[config.mk]
export PLATFORM = sky130hd
export DESIGN_NAME = bcd_serial_subtractor_flat
export DESIGN_NICKNAME = d
export VERILOG_FILES = /design/src/rtl/bcd_serial_subtractor_if.sv /design/src/rtl/bcd_serial_subtractor.sv /design/src/flat_wrapper.sv
export SDC_FILE = /design/constraint.sdc
export NUM_CORES = 1
export LEC_CHECK = 0
export ABC_CLOCK_PERIOD_IN_PS = 2390
export BUFFER_PORTS_ARGS = -buffer_cell sky130_fd_sc_hd__buf_2
export CORE_MARGIN = 2
export CORE_UTILIZATION = 30
export DETAILED_ROUTE_END_ITERATION = 10
export HOLD_SLACK_MARGIN = 0.02
export SYNTH_ARGS = -nofsm -noshare
export SYNTH_HDL_FRONTEND = slang
export SYNTH_SLANG_ARGS = --single-unit
[constraint.sdc]
create_clock -name clk -period 2.39 [get_ports clk]
set_input_delay 0.1195 -clock clk [delete_from_list [all_inputs] [get_ports clk]]
set_output_delay 0.1195 -clock clk [all_outputs]
set_load 0.005 [all_outputs]
[src/rtl/bcd_serial_subtractor_if.sv]
// rtl/bcd_serial_subtractor_if.sv - start/busy/done operand and result bundle for the BCD subtractor
interface bcd_serial_subtractor_if #(
  parameter int DIGITS = 4
);
  logic                  start;
  logic [4*DIGITS-1:0]   a;
  logic [4*DIGITS-1:0]   b;
  logic                  borrow_in;
  logic [4*DIGITS-1:0]   diff;
  logic                  borrow_out;
  logic                  invalid;
  logic                  busy;
  logic                  done;

  modport master (
    output start, a, b, borrow_in,
    input  diff, borrow_out, invalid, busy, done
  );

  modport slave (
    input  start, a, b, borrow_in,
    output diff, borrow_out, invalid, busy, done
  );
endinterface

[src/rtl/bcd_serial_subtractor.sv]
// rtl/bcd_serial_subtractor.sv - digit-serial packed BCD subtractor, LSD first, one digit per clock
module bcd_serial_subtractor #(
  parameter int DIGITS = 4
) (
  input  logic                         clk,
  input  logic                         rst,
  bcd_serial_subtractor_if.slave       bus
);

  localparam int W  = 4 * DIGITS;
  localparam int CW = (DIGITS > 1) ? $clog2(DIGITS) : 1;

  typedef enum logic [1:0] {
    IDLE = 2'd0,
    RUN  = 2'd1,
    DONE = 2'd2
  } state_t;

  state_t         state;
  state_t         state_next;

  logic [W-1:0]   a_q;
  logic [W-1:0]   b_q;
  logic [W-1:0]   res_q;
  logic           br_q;
  logic           inv_q;
  logic [CW-1:0]  cnt;

  logic [W-1:0]   diff_q;
  logic           borrow_q;
  logic           invalid_q;
  logic           busy_q;
  logic           done_q;

  logic           capture;
  logic           step;
  logic           last;
  logic [3:0]     a_d;
  logic [3:0]     b_d;
  logic [4:0]     t;
  logic [4:0]     t_adj;
  logic [3:0]     digit;
  logic           br_next;
  logic           inv_next;
  logic [W-1:0]   res_next;

  // One digit slice: the 5-bit difference's sign bit doubles as the outgoing borrow.
  always_comb begin
    a_d      = a_q[3:0];
    b_d      = b_q[3:0];
    t        = {1'b0, a_d} - {1'b0, b_d} - {4'b0000, br_q};
    t_adj    = t + 5'd10;
    digit    = t[3:0];
    br_next  = 1'b0;
    if (t[4]) begin
      digit   = t_adj[3:0];
      br_next = 1'b1;
    end
    inv_next = inv_q | (a_d > 4'd9) | (b_d > 4'd9);
    res_next = (res_q >> 4) | (W'(digit) << (W - 4));
    last     = (cnt == CW'(DIGITS - 1));
  end

  always_comb begin
    state_next = state;
    capture    = 1'b0;
    step       = 1'b0;
    case (state)
      IDLE: begin
        if (bus.start) begin
          capture    = 1'b1;
          state_next = RUN;
        end
      end
      RUN: begin
        step = 1'b1;
        if (last) begin
          state_next = DONE;
        end
      end
      DONE: begin
        state_next = IDLE;
      end
      default: begin
        state_next = IDLE;
      end
    endcase
  end

  always_ff @(posedge clk) begin
    if (rst) begin
      state <= IDLE;
    end else begin
      state <= state_next;
    end
  end

  always_ff @(posedge clk) begin
    if (rst) begin
      a_q       <= '0;
      b_q       <= '0;
      res_q     <= '0;
      br_q      <= 1'b0;
      inv_q     <= 1'b0;
      cnt       <= '0;
      diff_q    <= '0;
      borrow_q  <= 1'b0;
      invalid_q <= 1'b0;
      busy_q    <= 1'b0;
      done_q    <= 1'b0;
    end else begin
      busy_q <= (state_next != IDLE);
      done_q <= (state_next == DONE);
      if (capture) begin
        a_q   <= bus.a;
        b_q   <= bus.b;
        br_q  <= bus.borrow_in;
        inv_q <= 1'b0;
        res_q <= '0;
        cnt   <= '0;
      end else if (step) begin
        // Operands shift down so the active digit is always at [3:0].
        a_q   <= a_q >> 4;
        b_q   <= b_q >> 4;
        br_q  <= br_next;
        inv_q <= inv_next;
        res_q <= res_next;
        cnt   <= cnt + CW'(1);
        if (last) begin
          diff_q    <= res_next;
          borrow_q  <= br_next;
          invalid_q <= inv_next;
        end
      end
    end
  end

  assign bus.diff       = diff_q;
  assign bus.borrow_out = borrow_q;
  assign bus.invalid    = invalid_q;
  assign bus.busy       = busy_q;
  assign bus.done       = done_q;

endmodule
[src/flat_wrapper.sv]
// flat-port wrapper written by rule: the top's interface ports become plain ports
module bcd_serial_subtractor_flat 
#(
  parameter int DIGITS = 4
)
  (clk, rst, bus_start, bus_a, bus_b, bus_borrow_in, bus_diff, bus_borrow_out, bus_invalid, bus_busy, bus_done);
  bcd_serial_subtractor_if #(.DIGITS(DIGITS)) bus_i ();
  input  logic clk;
  input  logic rst;
  input wire logic [$bits(bus_i.start)-1:0] bus_start;
  input wire logic [$bits(bus_i.a)-1:0] bus_a;
  input wire logic [$bits(bus_i.b)-1:0] bus_b;
  input wire logic [$bits(bus_i.borrow_in)-1:0] bus_borrow_in;
  output wire logic [$bits(bus_i.diff)-1:0] bus_diff;
  output wire logic [$bits(bus_i.borrow_out)-1:0] bus_borrow_out;
  output wire logic [$bits(bus_i.invalid)-1:0] bus_invalid;
  output wire logic [$bits(bus_i.busy)-1:0] bus_busy;
  output wire logic [$bits(bus_i.done)-1:0] bus_done;
  assign bus_i.start = bus_start;
  assign bus_i.a = bus_a;
  assign bus_i.b = bus_b;
  assign bus_i.borrow_in = bus_borrow_in;
  assign bus_diff = bus_i.diff;
  assign bus_borrow_out = bus_i.borrow_out;
  assign bus_invalid = bus_i.invalid;
  assign bus_busy = bus_i.busy;
  assign bus_done = bus_i.done;
  bcd_serial_subtractor #(.DIGITS(DIGITS)) u_core (.clk(clk), .rst(rst), .bus(bus_i));
endmodule
==> impl_metrics.ini <==
[outcome]
status = completed

[hold_path]
hp-class = input pin to flip-flop

[sta]
fin_worst_hold_slack_ps = 44.1
finalHoldViolCount = 0
fin_skew_ps = 6.27
min_period_over_period_pct = 98.8
relSlewSlack_pct = 57.8
finalSetupViolations = 0
finalCriticalPeriod_ps = 2360
max_freq_ghz = 0.423
drv_slew = 0
max_slew.worst_pin.slew_ps = 630
rsz0062_at_grt = true

[worst_setup_path]
cp.required_ps = 2650
path_buf_inv = 1
path_cells = inv_2, fa_2, fa_2, nand2b_4, nand2_4, ha_4, a21oi_2, o22a_1, o221a_4, a211oi_2
critical_path_class = flip-flop to flip-flop
end_kind = flip-flop
path_max_fanout = 3
start_kind = flip-flop
slowest_delay_ps = 400
crit_slowest_cell = fa_2
critPathTopFamily = adder cells
cp.arrival_ps = 2620
cp_common_cell = fa_2

[synth]
avgSynthCellArea_um2 = 9.03
synth_edf_count = 0
ys_seq_area_share_pct = 48.2
synth_area_um2 = 2910
yosysUniqueCellTypes = 40
yosys_warnings = 0
synthFlopType = dfxtp_1
synthCells = 322
synth_nets = 368
synth-seq-cells = 70
synth-async-reset-ratio_pct = 0

[die]
core.rowCount = 35
num_io_pins = 56
die_w_um = 102
die-height_um = 102
core-area_um2 = 9330
start_util_pct = 31.2
die_area_um2 = 10500

[finish]
finish.utilization_pct = 39.2
drive_gt1_share_pct = 26.3
layout.nets = 433
area_growth_pct = 25.8
fillerInstances = 969
diodes = 0

[routing]
viasPerCell = 4.51
first_pass_iters = 4
ant_nets = 0
drcViolationCount = 0
vias = 2352
wl_um = 6170
avgRoutedWirePerCell_um = 11.9
drtIter0Drc = 75

[global_routing]
antenna_found_initial = 0
grt.busiest_layer = met2
grt_start_max_net_pins = 28
grtUsageTotal_pct = 12.5
first_global_vias = 2232
grt_first_pass_wirelength_um = 10200
grt_use_met1_pct = 14.5
grt_overflow = 0
use_met2_pct = 20.9
grt_use_met3_pct = 5.81

[clock_network]
cts_tree = done
clk_pin_slew_ps = 70
insertion_delay_ps = 340
htreeDepth = 3
cts_buffers = 9
clock_sinks = 70
cts_root_buf = clkbuf_8
clock_path_buffers = 2

[power]
leakage_nw = 1.47
ir_drop_uv = 366
power_density_nw_per_um2 = 687

[placement]
dp_hpwl_um = 4360
gp_congestion = 0.738
port_buffers = 55

[job]
max-cap-violations = 0
-- synthesized netlist by cell type, drive strengths merged (2+ instances only) --
library cell	n	area share [%]
nor3	2	0.52
buf	12	2.3
o31ai	2	0.52
fa	2	1.4
dfxtp	70	48
xnor2	3	0.90
a211oi	8	2.1
a22o	8	2.4
nand3b	2	0.52
inv	11	1.4
nand2b	4	1.1
nor2	18	2.6
mux2i	24	8.3
nand2	70	9.0
a21oi	26	4.5
ha	8	3.4
and2	3	0.73
o21ai	27	4.6
clkbuf	8	1.0
xor2	2	0.60
-- sequential cells by signal, summed over array words and instances, names as in the netlist, 2 cells and up --
register         flops
u_core.a_q          16
u_core.b_q          16
u_core.bus.diff     16
u_core.res_q        12
u_core.cnt           2
u_core.state         2
-- timing repair --
action	in CTS	in global routing
resized for setup	10	4
hold endpoints to repair	8	0
setup endpoints to repair	3	7
setup buffers	1	2
hold buffers	8	0
pin swaps	9	7
-- layer usage --
metal | up-vias | wire, um
met1 | 1063 | 2680
met3 | 7 | 423
li1 | 1225 | -
met4 | 0 | 63
met5 | - | 0
met2 | 57 | 3000
-- final cells by class --
| class | count | area, um2 | area share [%] |
|---|---|---|---|
| Sequential cell | 70 | 1400 | 38.4 |
| Inverter | 11 | 41.3 | 1.13 |
| Clock inverter | 4 | 22.5 | 0.616 |
| Multi-Input combinational cell | 221 | 1430 | 39.2 |
| Tap cell | 129 | 161 | 4.41 |
| Timing Repair Buffer | 74 | 450 | 12.3 |
| Clock buffer | 12 | 145 | 3.97 |
-- cell families (layout without fill, tap and decap cells) --
| kind of cell | Yosys count | after routing | synth area share (%) |
|---|---|---|---|
| simple gates | 104 | 104 | 15.7 |
| compound gates | 78 | 78 | 16.8 |
| flops | 70 | 70 | 48.2 |
| buf+inv | 31 | 101 | 4.73 |
| mux | 24 | 24 | 8.26 |
| fa+ha+maj | 10 | 10 | 4.82 |
| xor+xnor | 5 | 5 | 1.51 |
-- path summary, 6_finish.rpt --
| check | from | end | slack, ps | depth (start not counted) |
|---|---|---|---|---|
| worst max-delay path | u_core.br_q$_SDFFE_PP0P_ | u_core.res_q[14]$_SDFFE_PP0P_ | 30 | 10 |
| worst max register to register | u_core.br_q$_SDFFE_PP0P_ | u_core.res_q[14]$_SDFFE_PP0P_ | 30 | 10 |
| worst min-delay path | bus_b[5] | u_core.b_q[5]$_SDFFE_PP0P_ | 40 | 3 |
| worst min register to register | u_core.a_q[11]$_SDFFE_PP0P_ | u_core.a_q[11]$_SDFFE_PP0P_ | 450 | 2 |
-- layout by cell type, fill, tap and decap left out, types with 7 or more instances in the layout --
master and count:
ha_1 7, nor2_1 16, o21ai_1 25, inv_1 7, clkbuf_8 10, buf_4 10
buf_2 55, nand2_1 69, mux2i_1 24, a21oi_1 25, a22o_1 8, dfxtp_1 68
dlygate4sd3_1 8
-- tightest hold or removal path: stages --
cell and delay [ps]:
buf_2 70, mux2i_1 60, o21ai_1 100
-- stage by stage --
stage	TNS, ps	area [um2]	std cells	setup WS [ps]	total power, mW
after floorplan	0	2910	322	17.7	1.54
after global placement	-83.0	3330	494	-43.0	1.64
after global routing	-371	3660	521	-71.2	2.66
after CTS	-61.4	3620	519	-36.8	2.53
after detailed placement	-308	3330	494	-165	1.66
final	0	3660	521	28.0	2.51
-- report_power, final --
group	switching (mW)	total (mW)	internal [mW]
combinational	0.224	0.453	0.229
sequential	0.0290	1.24	1.21
clock	0.416	0.817	0.400
No activity file was read; power rests on OpenSTA's default activity.
